`config.mk`:
```
export PLATFORM = sky130hd
export DESIGN_NAME = decryption_stream_core
export DESIGN_NICKNAME = d
export VERILOG_FILES = /design/src/rtl/decryption_stream_core.sv
export SDC_FILE = /design/constraint.sdc
export NUM_CORES = 1
export LEC_CHECK = 0
export CORE_ASPECT_RATIO = 0.5
export CORE_MARGIN = 2
export CORE_UTILIZATION = 40
export DETAILED_ROUTE_END_ITERATION = 6
export GPL_TIMING_DRIVEN = 0
export HOLD_SLACK_MARGIN = 0.02
export RECOVER_POWER = 25
export SLEW_MARGIN = 5
export SYNTH_ARGS = -nofsm -noshare
export SYNTH_HDL_FRONTEND = slang
export SYNTH_SLANG_ARGS = --single-unit
```
`constraint.sdc`:
```
create_clock -name clk_sys -period 10.5 [get_ports clk_sys]
set_input_delay 2.1 -clock clk_sys [delete_from_list [all_inputs] [get_ports clk_sys]]
set_output_delay 2.1 -clock clk_sys [all_outputs]
set_load 0.02 [all_outputs]
```
`src/rtl/decryption_stream_core.sv`:
```
// decryption_stream_core: serialises MST_DWIDTH-bit master words into
// SYS_DWIDTH-bit symbols (one per clock) and Caesar-decrypts each symbol with a
// per-channel key. Owns a small register file (SELECT, ORDER, COUNT, KEY_i).
// Ports:
//   clk_sys, rst_n          clock, async active-low reset
//   data_i, valid_i, busy   master word input; busy=1 means the word is not taken
//   data_o, valid_o         decrypted symbol stream
//   addr, read, write, wdata register access strobes
//   rdata, done, error      access response, one cycle after the strobe
module decryption_stream_core #(
  parameter int unsigned addr_witdth = 8,
  parameter int unsigned reg_width   = 16,
  parameter int unsigned MST_DWIDTH  = 32,
  parameter int unsigned SYS_DWIDTH  = 8,
  parameter int unsigned NUM_CH      = 4
) (
  input  logic                   clk_sys,
  input  logic                   rst_n,
  input  logic [MST_DWIDTH-1:0]  data_i,
  input  logic                   valid_i,
  output logic                   busy,
  output logic [SYS_DWIDTH-1:0]  data_o,
  output logic                   valid_o,
  input  logic [addr_witdth-1:0] addr,
  input  logic                   read,
  input  logic                   write,
  input  logic [reg_width-1:0]   wdata,
  output logic [reg_width-1:0]   rdata,
  output logic                   done,
  output logic                   error
);

  localparam int unsigned N     = MST_DWIDTH / SYS_DWIDTH;
  localparam int unsigned K_W   = $clog2(N);
  localparam int unsigned SEL_W = $clog2(NUM_CH);

  localparam logic [addr_witdth-1:0] A_SELECT = addr_witdth'(32'h00);
  localparam logic [addr_witdth-1:0] A_ORDER  = addr_witdth'(32'h04);
  localparam logic [addr_witdth-1:0] A_COUNT  = addr_witdth'(32'h08);
  localparam logic [addr_witdth-1:0] A_KEY    = addr_witdth'(32'h10);

  localparam logic [0:0] IDLE  = 1'b0;
  localparam logic [0:0] SHIFT = 1'b1;

  // Register file
  logic [SEL_W-1:0]      sel_q;
  logic                  ord_q;
  logic [reg_width-1:0]  cnt_q;
  logic [SYS_DWIDTH-1:0] key_q [NUM_CH];

  // Word being serialised, with the settings captured at acceptance
  logic [0:0]            state_q, state_d;
  logic [K_W-1:0]        k_q, k_d;
  logic [MST_DWIDTH-1:0] word_q, word_d;
  logic [SYS_DWIDTH-1:0] wkey_q, wkey_d;
  logic                  word_ord_q, word_ord_d;
  logic                  valid_d, busy_d;
  logic [SYS_DWIDTH-1:0] data_d;

  // Access decode
  logic                  is_sel, is_ord, is_cnt, is_key, acc, acc_err, wr_ok, rd_ok;
  logic [SEL_W-1:0]      key_idx;
  logic [reg_width-1:0]  rd_val;

  // Symbol k of a word; index 0 is the least significant symbol.
  function automatic logic [SYS_DWIDTH-1:0] pick(input logic [MST_DWIDTH-1:0] w,
                                                 input logic [K_W-1:0] k,
                                                 input logic lsb_first);
    logic [K_W-1:0]        idx;
    logic [MST_DWIDTH-1:0] sh;
    idx = lsb_first ? k : K_W'(N - 1) - k;
    sh  = w >> (32'(idx) * SYS_DWIDTH);
    return sh[SYS_DWIDTH-1:0];
  endfunction

  // Address decode, error qualification and read mux
  always_comb begin
    acc     = read | write;
    is_sel  = (addr == A_SELECT);
    is_ord  = (addr == A_ORDER);
    is_cnt  = (addr == A_COUNT);
    is_key  = (addr >= A_KEY) && (addr < A_KEY + addr_witdth'(NUM_CH));
    key_idx = SEL_W'(addr - A_KEY);
    acc_err = (read && write)
           || !(is_sel || is_ord || is_cnt || is_key)
           || (write && is_cnt)
           || (write && is_sel && (wdata >= reg_width'(NUM_CH)));
    wr_ok   = write && !acc_err;
    rd_ok   = read && !acc_err;
    rd_val  = '0;
    if (is_sel)      rd_val = reg_width'(sel_q);
    else if (is_ord) rd_val = reg_width'(ord_q);
    else if (is_cnt) rd_val = cnt_q;
    else if (is_key) rd_val = reg_width'(key_q[key_idx]);
  end

  // Register file and access response; COUNT reads see the pre-increment value
  always_ff @(posedge clk_sys or negedge rst_n) begin
    if (!rst_n) begin
      sel_q <= '0;
      ord_q <= 1'b0;
      cnt_q <= '0;
      for (int i = 0; i < NUM_CH; i++) key_q[i] <= '0;
      done  <= 1'b0;
      error <= 1'b0;
      rdata <= '0;
    end else begin
      if (wr_ok) begin
        if (is_sel) sel_q <= SEL_W'(wdata);
        if (is_ord) ord_q <= wdata[0];
        if (is_key) key_q[key_idx] <= SYS_DWIDTH'(wdata);
      end
      if (valid_o) cnt_q <= cnt_q + reg_width'(1);
      done  <= acc;
      error <= acc && acc_err;
      rdata <= rd_ok ? rd_val : '0;
    end
  end

  // FSM state register
  always_ff @(posedge clk_sys or negedge rst_n) begin
    if (!rst_n) begin
      state_q    <= IDLE;
      k_q        <= '0;
      word_q     <= '0;
      wkey_q     <= '0;
      word_ord_q <= 1'b0;
      valid_o    <= 1'b0;
      busy       <= 1'b0;
      data_o     <= '0;
    end else begin
      state_q    <= state_d;
      k_q        <= k_d;
      word_q     <= word_d;
      wkey_q     <= wkey_d;
      word_ord_q <= word_ord_d;
      valid_o    <= valid_d;
      busy       <= busy_d;
      data_o     <= data_d;
    end
  end

  // Next state; outputs are precomputed from the next state so they register cleanly
  always_comb begin
    state_d    = state_q;
    k_d        = k_q;
    word_d     = word_q;
    wkey_d     = wkey_q;
    word_ord_d = word_ord_q;
    // A word is taken in IDLE or on the last symbol, giving gap-free back-to-back words
    if (valid_i && ((state_q == IDLE) || (k_q == K_W'(N - 1)))) begin
      state_d    = SHIFT;
      k_d        = '0;
      word_d     = data_i;
      wkey_d     = key_q[sel_q];
      word_ord_d = ord_q;
    end else begin
      case (state_q)
        SHIFT: begin
          if (k_q == K_W'(N - 1)) state_d = IDLE;
          else                    k_d     = k_q + K_W'(1);
        end
        default: ;
      endcase
    end
    valid_d = (state_d == SHIFT);
    busy_d  = valid_d && (k_d != K_W'(N - 1));
    data_d  = valid_d ? pick(word_d, k_d, word_ord_d) - wkey_d : '0;
  end

endmodule

```
==> out/qor.yml, run 1 <==
global_routing:
  grt_pass1_vias: 3863
  grtUsageTotal_pct: 17.6
  antenna_found_initial: 0
  overflow: 0
  grt_max_degree: 71
  grt_pass1_wl_um: 21000
pwr:
  vdd.ir_drop.worst_uv: 150
  p_leak_nw: 3.43
  power_frac_seq_pct: 31.0
  p_per_area_nw_per_um2: 260
  p_sw_share_pct: 32.4
  clkPwrFrac_pct: 31.4
  combPwrFrac_pct: 37.6
  p_int_mw: 1.35
  switchingPower_mw: 0.647
clocking:
  cts.sinks: 122
  insertion_delay_ns: 0.41
  cts_resized: 0
  cts.path.max_buffers: 2
  clk_pin_slew_ns: 0.05
  postCtsSetupRepairBufs: 0
  numCtsBuffers: 17
  root_buffer: "clkbuf_16"
  tritoncts: "built"
  htreeDepth: 4
  hold_buffers: 0
floorplanning:
  die_w_um: 176
  start_util_pct: 40.9
  io_pins: 89
  chipHeight_um: 89.9
  std_cell_rows: 31
  core_area_um2: 14400
  die_area_um2: 15800
yosys:
  syn-cell-area_um2: 5900
  synth-async-reset-ratio_pct: 100
  synth_seq_cells: 122
  synth_seq_area_share_pct: 51.7
  yosys_warnings: 0
  synth-main-ff-cell: "dfrtp_1"
  synth_cells: 429
  synth_edf_count: 0
  yosys.cell_types.count: 59
  syn_avg_cell_area_um2: 13.8
  synth_nets: 500
worst_setup_path:
  crit_path_frequent_cell: "nand3_1"
  regToRegSetupSlack_ns: 6.52
  slowest_delay_ns: 0.71
  crit_slowest_cell: "mux4_1"
  cp_max_fo: 10
  rr_startpoint: "state_q"
  r2r_cells: 13
  startpoint_type: "input port"
  r2r_end: "data_o[7]"
  crit_arrival_ns: 5.36
  worst_ep_required_time_ns: 10.78
  path_class: "in -> reg"
  cp-end-kind: "flop"
  crit_chain: "buf_4 > nand3_1 > a32oi_4 > xor2_2 > mux4_1 > ha_1 > nand3_1 > o2111ai_1 > nand2_1 > o2111a_1 > nor3_1 > nand4_1"
drt:
  routed_via_density: 5.16
  drt_pass1_iterations: 4
  via_count: 3852
  remaining_drc_errors: 0
  wl_per_cell_um: 17.4
  wl_um: 13000
  drt_iter0_markers: 178
  drtAntennaViolNets: 0
timing:
  drv_slew: 53
  fin_setup_tns_ns: 0
  final-hold-violation-count: 0
  period_share_pct: 48.4
  setup_viol: 0
  grt_setup_unrepaired: "no"
  whs_ns: 0.468
  fmax_mhz: 197
  fin_crit_ns: 5.08
  setup_ws_ns: 5.42
  worst_pin_slew_ns: 2.99
  max_slew_margin_pct: -99.2
  finalClockSkew_ns: 0.00656
flow_run:
  cap_violations: 1
outcome:
  violations: "capacitance limit, slew limit"
  status: "finished with violations"
layout:
  fillers: 1228
  syn_to_final_growth_pct: 30.1
  n_antenna_cell: 0
  final_common_cell: "dfrtp_1"
  final_cell_mix: "122 x dfrtp_1, 86 x clkdlybuf4s50_1, 63 x mux2_2, 20 x nor2_1, 20 x mux4_2"
  drive_gt1_share_pct: 27.5
  final_nets: 607
worst_hold_path:
  hp-class: "reg -> reg"
  hold_path_depth: 1
  holdPathEnd: "cnt_q[15]"
  min-delay-start: "cnt_q[15]"
placed_design:
  port-buffer-count: 87
  place_ws_ns: 5.04
  dp_hpwl_um: 9020
  gp_congestion: 0.753
power groups by stage:
stage / Combinational (mW) / Sequential, mW / Clock [mW]
final: 0.752 / 0.620 / 0.628
after global routing: 0.836 / 0.631 / 0.665
after CTS: 0.761 / 0.620 / 0.639
after detailed placement: 0.753 / 0.628 / 0
after global placement: 0.741 / 0.626 / 0
after floorplan: 0.527 / 0.641 / 0
state kept, by name, summed over array words and instances (netlist names):
name and count:
busy 1, cnt_q 16, data_o 8, done 1, error 1, k_q 2
key_q 32, ord_q 1, rdata 16, sel_q 2, state_q 1, wkey_q 8
word_ord_q 1, word_q 32
area by class of cell:
| class | instances | area (um2) | share of cell area [%] |
|---|---|---|---|
| Clock inverter | 11 | 168 | 2.18 |
| Buffer | 14 | 115 | 1.50 |
| Timing Repair Buffer | 88 | 892 | 11.6 |
| Inverter | 14 | 52.6 | 0.684 |
| Sequential cell | 122 | 3050 | 39.8 |
| Multi-Input combinational cell | 279 | 2680 | 34.9 |
| Tap cell | 198 | 248 | 3.23 |
| Clock buffer | 21 | 470 | 6.13 |
kinds of logic (layout without fill, tap and decap cells):
family	after synthesis	count (layout)	share of synthesized area, %
adders and majority gates	10	10	2.25
and+or+nand+nor	105	105	10.3
DFF	122	122	51.7
muxes	102	102	24.1
AOI/OAI and AO/OA	41	41	5.38
buffers and inverters	28	148	2.86
xor gates and xnor gates	21	21	3.37
metrics by stage:
step | instances | instance area (um2) | power (mW) | util [%]
after global placement | 714 | 7020 | 1.37 | 48.7
after floorplan | 429 | 5900 | 1.17 | -
after detailed placement | 715 | 7050 | 1.38 | 48.9
final | 747 | 7680 | 2.00 | 53.2
after CTS | 747 | 7690 | 2.02 | 53.3
after global routing | 747 | 7680 | 2.13 | 53.2
Yosys cell counts, types with 9 or more instances:
master	number	share of area, %
dfrtp_1	122	52
ha_1	9	1.9
inv_1	14	0.89
mux2_2	63	12
mux2i_1	9	1.5
mux4_2	20	7.6
nand2_1	12	0.76
nand3_1	14	1.2
nor2_1	20	1.3
xnor2_1	13	1.9
layer usage:
metal | vias up | global-route usage [%] | wire (um)
met5 | - | 0 | 0
li1 | 1800 | - | -
met1 | 1968 | 26.2 | 6420
met3 | 4 | 4.91 | 592
met4 | 0 | 4.89 | 83
met2 | 80 | 25.0 | 5880
critical path: cells and delay by family:
family,cells,cell delay [ns]
xor+xnor,1,0.47
fa+ha+maj,1,0.42
buf+inv,1,0.14
mux,1,0.71
compound gates,3,0.78
simple gates,5,0.73
worst max-delay path by stage:
stage | start | endpoint | slack [ns] | depth (start not counted)
after global routing | valid_i | data_o[7] | 5.15 | 12
after floorplan | valid_i | data_o[7] | 5.53 | 12
after global placement | rst_n | word_q[28] | 2.42 | 1
after CTS | valid_i | data_o[7] | 5.44 | 12
final | valid_i | data_o[7] | 5.42 | 12
after detailed placement | valid_i | data_o[7] | 5.04 | 12
Power figures use the tool's default switching activity.
==> run 2, diff against run 1 <==
clock period = 4.1 ns   (was 10.5 ns; I/O delays follow)
==> run 2 against run 1 <==
The run still ends with capacitance limit, slew limit left. Worst hold slack barely moved. Largest power group unchanged. Via count fell by 0.42%. Setup slack got worse by 5.1 ns. Power rose to 2.6 times the previous value. Sequential power rose to 2.6 times the previous value. Largest cell class unchanged. Critical path depth rose by 1. Highest routed layer unchanged. Utilization rose by 0.10 points. Non-clock buffer count did not move. Final area rose by 0.20%. Die area did not move. Routed wire length rose by 0.69%. Sequential cell count did not move.
==> out/qor.yml, run 2 (same netlist as run 1, synthesis figures left out) <==
timing:
  fin_crit_ns: 3.80
  period_share_pct: 92.6
  setup_viol: 0  # unchanged
  grt_setup_unrepaired: "no"  # unchanged
  drv_slew: 53  # unchanged
  finalClockSkew_ns: 0.00611  # was 0.00656 ns
  fin_setup_tns_ns: 0  # unchanged
  max_slew_margin_pct: -101  # was -99.2%
  worst_pin_slew_ns: 3.01  # was 2.99 ns
  fmax_mhz: 263
  final-hold-violation-count: 0  # unchanged
drt:
  drtAntennaViolNets: 0  # unchanged
  drt_pass1_iterations: 4  # unchanged
  wl_per_cell_um: 17.5  # was 17.4 um
  routed_via_density: 5.14  # was 5.16
  via_count: 3836  # was 3852
  wl_um: 13100  # was 13000 um
  remaining_drc_errors: 0  # unchanged
  drt_iter0_markers: 183  # was 178
placed_design:
  port-buffer-count: 87  # unchanged
  gp_congestion: 0.753  # unchanged
  dp_hpwl_um: 9020  # unchanged
  dpl.cell_count: 715  # unchanged
worst_hold_path:
  hp-class: "reg -> reg"  # unchanged
  hold_path_depth: 1  # unchanged
clocking:
  cts_resized: 0  # unchanged
  hold_buffers: 0  # unchanged
  htreeDepth: 4  # unchanged
  postCtsSetupRepairBufs: 0  # unchanged
  clk_pin_slew_ns: 0.05  # about the same
  tritoncts: "built"  # unchanged
  insertion_delay_ns: 0.41  # about the same
  cts.sinks: 122  # unchanged
  numCtsBuffers: 17  # unchanged
  root_buffer: "clkbuf_16"  # unchanged
  cts.path.max_buffers: 2  # unchanged
layout:
  register_area_um2: 3050  # unchanged
  final_common_cell: "dfrtp_1"  # unchanged
  final_cell_mix: "122 x dfrtp_1, 86 x clkdlybuf4s50_1, 63 x mux2_2, 20 x nor2_1, 20 x mux4_2"  # unchanged
  top_regs: "key_q: 32 flops, word_q: 32 flops"  # unchanged
  final_nets: 607  # unchanged
  n_antenna_cell: 0  # unchanged
  syn_to_final_growth_pct: 30.4  # was 30.1%
  drive_gt1_share_pct: 27.9  # was 27.5%
  stdcell_count: 747  # unchanged
  multi_input_area_um2: 2690  # was 2680 um2
  fin_util_pct: 53.3  # was 53.2%
  fillers: 1226  # was 1228
pwr:
  vdd.ir_drop.worst_uv: 392  # was 150 uV
  p_per_area_nw_per_um2: 669  # was 260 nW/um2
  finalPower_mw: 5.15  # was 2.00 mW
  p_leak_nw: 3.44  # was 3.43 nW
worst_setup_path:
  r2r_cells: 13  # unchanged
  cp-end-kind: "flop"  # unchanged
  startpoint_type: "flop"  # was input port
  crit_arrival_ns: 4.08  # was 5.36 ns
  slowest_delay_ns: 0.57  # was 0.71 ns
  crit_chain: "a21bo_2 > nand2_1 > clkbuf_4 > buf_4 > mux2_2 > mux4_1 > ha_1 > nand3_1 > o2111a_1 > o211ai_1 > a211oi_1 > nor3_1 > nand4_1"  # was buf_4 > nand3_1 > a32oi_4 > xor2_2 > mux4_1 > ha_1 > nand3_1 > o2111ai_1 > nand2_1 > o2111a_1 > nor3_1 > nand4_1
  cp_max_fo: 10  # unchanged
  path_class: "reg -> reg"  # was in -> reg
  worst_ep_required_time_ns: 4.38  # was 10.78 ns
  crit_slowest_cell: "mux4_1"  # unchanged
global_routing:
  grt_pass1_vias: 3863  # unchanged
  antenna_found_initial: 0  # unchanged
  grt_pass1_wl_um: 21000  # unchanged
  grt_max_degree: 71  # unchanged
  overflow: 0  # unchanged
  grtUsageTotal_pct: 17.6  # unchanged
floorplanning:
  io_pins: 89  # unchanged
  start_util_pct: 40.9  # unchanged
  std_cell_rows: 31  # unchanged
  die_area_um2: 15800  # unchanged
  core_area_um2: 14400  # unchanged
  chipHeight_um: 89.9  # unchanged
  die_w_um: 176  # unchanged
outcome:
  status: "finished with violations"  # unchanged
  violations: "capacitance limit, slew limit"  # unchanged
flow_run:
  cap_violations: 1  # unchanged
-- run 2: worst max-delay path: cells and delay by family, from the launching register on --
family	cells	cell delay, ns
compound gates	4	0.81
buf+inv	2	0.48
mux	2	0.93
fa+ha+maj	1	0.42
simple gates	4	0.59
flops	1	0.42
-- run 2: per-layer routing --
metal  GRT usage (%)  wire length, um  vias to the layer above
li1                -                -                     1801
met1            26.2             6580                     1949
met2            25.0             5840                       76
met3            4.91              516                       10
met4            4.89              113                        0
met5               0                0                        -
-- run 2: cell type report --
type                       count  area share, %
inverter                      14          0.683
clock buffer                  21           6.11
multi-input combinational    279           35.0
clock inverter                11           2.18
sequential                   122           39.7
buffer                        14           1.54
tap                          198           3.22
timing repair buffer          88           11.6
-- run 2: stage by stage --
step / hold WS (ns) / instance area, um2 / worst slack (ns)
2_1_floorplan: 0.437 / 5900 / 0.407
3_3_place_gp: 0.456 / 7020 / -2.70
4_1_cts: 0.372 / 7690 / 0.238
6_report: 0.469 / 7690 / 0.304
3_5_place_dp: 0.460 / 7050 / -0.0846
5_1_grt: 0.500 / 7690 / 0.0810
-- run 2: worst paths after layout --
kind	start	endpoint	slack [ns]
setup reg to reg	k_q[0]	data_o[7]	0.30
hold reg to reg	cnt_q[15]	cnt_q[15]	0.47
min in group asynchronous	rst_n	error	1.38
max in group asynchronous	rst_n	word_q[9]	1.00
setup / recovery	k_q[0]	data_o[7]	0.30
hold / removal	cnt_q[15]	cnt_q[15]	0.47
-- run 2: power by group --
| group | switching (mW) | internal, mW | total (mW) |
|---|---|---|---|
| sequential | 0.110 | 1.48 | 1.59 |
| combinational | 1.02 | 0.928 | 1.95 |
| clock | 0.544 | 1.06 | 1.61 |
==> run 3, diff against run 2 <==
TNS_END_PERCENT = 10   (was not set)
==> results of run 3 <==
The final DEF is identical to that of run 2; final timing and power are the same.
